`config.mk`:
```
export PLATFORM = sky130hd
export DESIGN_NAME = fifo_rd_fwft_flat
export DESIGN_NICKNAME = d
export VERILOG_FILES = /design/src/rtl/fifo_rd_fwft_if.sv /design/src/rtl/fifo_rd_fwft.sv /design/src/flat_wrapper.sv
export SDC_FILE = /design/constraint.sdc
export NUM_CORES = 1
export LEC_CHECK = 0
export BUFFER_PORTS_ARGS = -buffer_cell sky130_fd_sc_hd__buf_2
export CAP_MARGIN = 25
export CORE_AREA = 2 2 45 78
export DETAILED_ROUTE_END_ITERATION = 7
export DIE_AREA = 0 0 47 80
export GPL_TIMING_DRIVEN = 0
export PLACE_DENSITY_LB_ADDON = 0.3
export SYNTH_ARGS = -nofsm -noshare
export SYNTH_HDL_FRONTEND = slang
export SYNTH_SLANG_ARGS = --single-unit
```
`constraint.sdc`:
```
create_clock -name rclk -period 1.9 [get_ports rclk]
set_input_delay 0.38 -clock rclk [delete_from_list [all_inputs] [get_ports rclk]]
set_output_delay 0.38 -clock rclk [all_outputs]
set_load 0.02 [all_outputs]
```
`src/rtl/fifo_rd_fwft_if.sv`:
```
// Read-side FWFT stage bus.
// The stage drives the master modport. The pointer/empty logic and the
// consumer sit on the slave modport.
interface fifo_rd_fwft_if #(
    parameter int DSIZE = 8,
    parameter int CNTW  = 16
);
    logic             rempty;
    logic [DSIZE-1:0] rdata;
    logic             rinc;
    logic [DSIZE-1:0] dout;
    logic             dout_valid;
    logic             dout_ready;
    logic [1:0]       rd_level;
    logic [CNTW-1:0]  rd_words;

    modport master (
        input  rempty, rdata, dout_ready,
        output rinc, dout, dout_valid, rd_level, rd_words
    );

    modport slave (
        output rempty, rdata, dout_ready,
        input  rinc, dout, dout_valid, rd_level, rd_words
    );
endinterface

```
`src/rtl/fifo_rd_fwft.sv`:
```
// First-word-fall-through output stage for the async FIFO read side.
// Holds up to two words (head + skid) so that a registered fetch decision
// never depends on dout_ready, yet back-pressure loses nothing.
//
// state   | meaning
// --------+------------------------------------------------
// S_EMPTY | no word buffered, dout_valid=0
// S_ONE   | head holds the next word
// S_TWO   | head and skid both hold words; fetching stalls
module fifo_rd_fwft #(
    parameter int DSIZE = 8,
    parameter int CNTW  = 16
) (
    input  logic          rclk,
    input  logic          rrst_n,
    fifo_rd_fwft_if.master bus
);

    // Encoding equals buffer occupancy so rd_level is the state register.
    typedef enum logic [1:0] {
        S_EMPTY = 2'd0,
        S_ONE   = 2'd1,
        S_TWO   = 2'd2
    } state_t;

    state_t           state_q, state_d;
    logic [DSIZE-1:0] head_q, head_d;
    logic [DSIZE-1:0] skid_q, skid_d;
    logic [CNTW-1:0]  words_q, words_d;
    logic             fetch;
    logic             pop;

    // Fetch sees only registered state and the registered empty flag.
    assign fetch = ~bus.rempty & (state_q != S_TWO);
    assign pop   = (state_q != S_EMPTY) & bus.dout_ready;

    // Next-state and buffer updates.
    always_comb begin
        state_d = state_q;
        head_d  = head_q;
        skid_d  = skid_q;
        words_d = words_q;
        case (state_q)
            S_EMPTY: begin
                if (fetch) begin
                    state_d = S_ONE;
                    head_d  = bus.rdata;
                end
            end
            S_ONE: begin
                if (fetch && !pop) begin
                    state_d = S_TWO;
                    skid_d  = bus.rdata;
                end else if (fetch && pop) begin
                    head_d  = bus.rdata;
                end else if (pop) begin
                    state_d = S_EMPTY;
                end
            end
            S_TWO: begin
                if (pop) begin
                    state_d = S_ONE;
                    head_d  = skid_q;
                end
            end
            default: state_d = S_EMPTY;
        endcase
        if (pop && (words_q != {CNTW{1'b1}})) begin
            words_d = words_q + 1'b1;
        end
    end

    // State and data registers; reset discards any buffered words.
    always_ff @(posedge rclk or negedge rrst_n) begin
        if (!rrst_n) begin
            state_q <= S_EMPTY;
            head_q  <= '0;
            skid_q  <= '0;
            words_q <= '0;
        end else begin
            state_q <= state_d;
            head_q  <= head_d;
            skid_q  <= skid_d;
            words_q <= words_d;
        end
    end

    assign bus.rinc       = fetch;
    assign bus.dout       = head_q;
    assign bus.dout_valid = (state_q != S_EMPTY);
    assign bus.rd_level   = state_q;
    assign bus.rd_words   = words_q;

endmodule

```
`src/flat_wrapper.sv`:
```
// flat-port wrapper written by rule: the top's interface ports become plain ports
module fifo_rd_fwft_flat 
#(
    parameter int DSIZE = 8,
    parameter int CNTW  = 16
)
  (rclk, rrst_n, bus_rempty, bus_rdata, bus_dout_ready, bus_rinc, bus_dout, bus_dout_valid, bus_rd_level, bus_rd_words);
  fifo_rd_fwft_if #(.DSIZE(DSIZE), .CNTW(CNTW)) bus_i ();
  input  logic rclk;
  input  logic rrst_n;
  input wire logic [$bits(bus_i.rempty)-1:0] bus_rempty;
  input wire logic [$bits(bus_i.rdata)-1:0] bus_rdata;
  input wire logic [$bits(bus_i.dout_ready)-1:0] bus_dout_ready;
  output wire logic [$bits(bus_i.rinc)-1:0] bus_rinc;
  output wire logic [$bits(bus_i.dout)-1:0] bus_dout;
  output wire logic [$bits(bus_i.dout_valid)-1:0] bus_dout_valid;
  output wire logic [$bits(bus_i.rd_level)-1:0] bus_rd_level;
  output wire logic [$bits(bus_i.rd_words)-1:0] bus_rd_words;
  assign bus_i.rempty = bus_rempty;
  assign bus_i.rdata = bus_rdata;
  assign bus_i.dout_ready = bus_dout_ready;
  assign bus_rinc = bus_i.rinc;
  assign bus_dout = bus_i.dout;
  assign bus_dout_valid = bus_i.dout_valid;
  assign bus_rd_level = bus_i.rd_level;
  assign bus_rd_words = bus_i.rd_words;
  fifo_rd_fwft #(.DSIZE(DSIZE), .CNTW(CNTW)) u_core (.rclk(rclk), .rrst_n(rrst_n), .bus(bus_i));
endmodule
```
==> results.cfg <==
[worst_setup_path]
r2r-end = u_core.bus.rd_words[15]
cp.arrival_ns = 1.40
worstSetupEndpointType = output port
required_ns = 1.52
start_kind = flop
cp_max_fo = 10
rr_worst_depth = 6
rrSetupSlack_ns = 0.14
critPathKind = reg2out
r2r-start = u_core.bus.rd_words[0]

[clock_network]
clkTransAtPathRegs_ns = 0.07
clock_path_buffers = 2
cts_tree = done
htree_levels = 2
ctsRootBufferMaster = clkbuf_8
cts_made_buffers = 5
postCtsHoldBufs = 0
clock_latency_ns = 0.29
cts.sinks = 34

[timing]
hold_ws_ns = 0.1521
fin_crit_ns = 1.781
tns_ns = 0
finalWorstSetupSlack_ns = 0.1192
rsz0062_at_grt = false
fin_skew_ns = 0.004186
fmax_mhz = 561.5
worst_slew_pin_slew_ns = 0.7339
finalHoldViolations = 0
slew_headroom_pct = 51.07
fin_crit_sh_pct = 93.73
report.final.slew_viol_count = 0
setup_viol_count_final = 0

[drt]
drtPass1Iterations = 4
drt_iter0_drc = 17
antenna_left = 0
vias = 1142
wirelength_mm = 3.112
viasPerCell = 5.336
wl_per_cell_um = 14.54
drc = 0

[global_routing]
grt_max_degree = 35
first_global_vias = 1135
overflow = 0
grt_usage_pct = 19.75
antenna_found_initial = 0
grt_pass1_wl_mm = 5.285

[placement]
dp_slack_ns = 0.07161
dp.cells = 206
gp_congestion = 0.7705
hpwlAfterDp_mm = 2.253
postPlaceCellArea_sq_um = 1809
portBuffers = 39

[floorplan]
die_h_um = 80
num_rows = 27
core_region_area_sq_um = 3108
die_w_um = 47
io_pins = 40
initial_core_util_pct = 50.20
die_area_sq_um = 3760

[outcome]
status = complete, no violations

[yosys]
synth.avg_cell_area_sq_um = 12.58
synth-seq-cells = 34
ys_warn_count = 0
synth_nets = 137
yosysUniqueCellTypes = 26
synthCells = 124
ys_seq_area_share_pct = 54.53
syn-cell-area_sq_um = 1560

[power_and_ir_drop]
peakVddDrop_uv = 1049
finalPower_mw = 2.433
total_leakage_power_nw = 0.8956
p_per_area_nw_per_um2 = 1259

[finish]
drive_above_1_share_pct = 45.03
utilization_pct = 62.16
diodes = 0
nets = 183
fin_area_sq_um = 1932
instances_no_fill = 214
syn_to_final_growth_pct = 23.82

[min_path]
hold_path.class = in2async

[flow_run]
max_cap_violations = 0
[where the power goes]
part | internal, mW | switching (mW)
clock network | 0.366 | 0.258
registers | 0.922 | 0.170
logic | 0.335 | 0.382
[Yosys cell counts]
library cell	n	share of area [%]
nor4_1	2	0.80
nand3_1	6	1.9
nor2b_1	2	0.80
buf_6	1	0.72
buf_2	1	0.32
clkbuf_1	1	0.24
and4_1	1	0.56
ha_1	1	0.80
nor3_1	2	0.64
a21oi_1	2	0.64
a2bb2oi_2	1	0.96
and3_1	1	0.40
mux2i_1	1	0.64
mux2_2	25	18
dfrtp_1	34	55
nand4b_1	1	0.56
xor2_1	4	2.2
nand4_1	8	3.2
o21a_1	1	0.48
and2_1	1	0.40
xnor2_1	11	6.2
o41a_1	1	0.72
nand2_1	8	1.9
or2_2	1	0.40
nor2_1	6	1.4
o22ai_1	1	0.40
[layout make-up]
type / instances / area [sq um]
well taps: 43 / 53.80
clock buffers: 8 / 110.1
plain buffers: 3 / 21.27
fillers: 278 / 1176
repair buffers: 39 / 195.2
multi-input cells: 87 / 700.7
flip-flops and latches: 34 / 850.8
[registers in the layout, summed over array words and instances, names as in the netlist]
register             cells
u_core.skid_q            8
u_core.bus.rd_level      2
u_core.bus.rd_words     16
u_core.bus.dout          8
[logic make-up after synthesis]
logic type | synth area share, %
simple gates | 13.07
flops | 54.53
mux | 18.68
xor+xnor | 8.420
compound gates | 3.208
buf+inv | 1.282
fa+ha+maj | 0.8018
[critical path, cell delays in order, from the launching register on]
cell and delay (ns):
dfrtp_1 0.45, nor2b_1 0.16, clkbuf_2 0.22, nor2_1 0.12, buf_2 0.17
[routing by layer]
| metal | global-route usage [%] | wire length, um | part of all wire [%] | up-vias |
|---|---|---|---|---|
| met5 | 0 | 0 | 0 | - |
| met4 | 10.00 | 101 | 3.2 | 0 |
| met3 | 5.656 | 140 | 4.5 | 9 |
| met2 | 32.74 | 1623 | 52 | 33 |
| met1 | 21.76 | 1247 | 40 | 565 |
| li1 | - | - | - | 535 |
[layout by cell type (no fill, tap or decap), drive strengths merged, types with 4 or more instances in the layout]
master,count
mux2,25
clkbuf,9
dfrtp,34
xnor2,11
buf,41
nand4,8
xor2,4
nand3,6
nor2,6
nand2,8
[worst max-delay path by stage]
stage                           startpoint                      end  depth (start not counted)
detailed placement  u_core.bus.rd_level[0]       u_core.bus.dout[6]                          4
global placement    u_core.bus.rd_level[0]       u_core.bus.dout[6]                          4
CTS                 u_core.bus.rd_words[0]  u_core.bus.rd_words[15]                          6
floorplan           u_core.bus.rd_level[1]       u_core.bus.dout[0]                          4
finish              u_core.bus.rd_level[1]                 bus_rinc                          4
global route        u_core.bus.rd_level[1]                 bus_rinc                          4
[timing repair]
item                       CTS  global route
pin swaps                    0             1
setup endpoints to repair    1            10
gates resized for setup      1             1
setup buffers                0             0
Note: power is estimated with default switching activity, not from simulation.
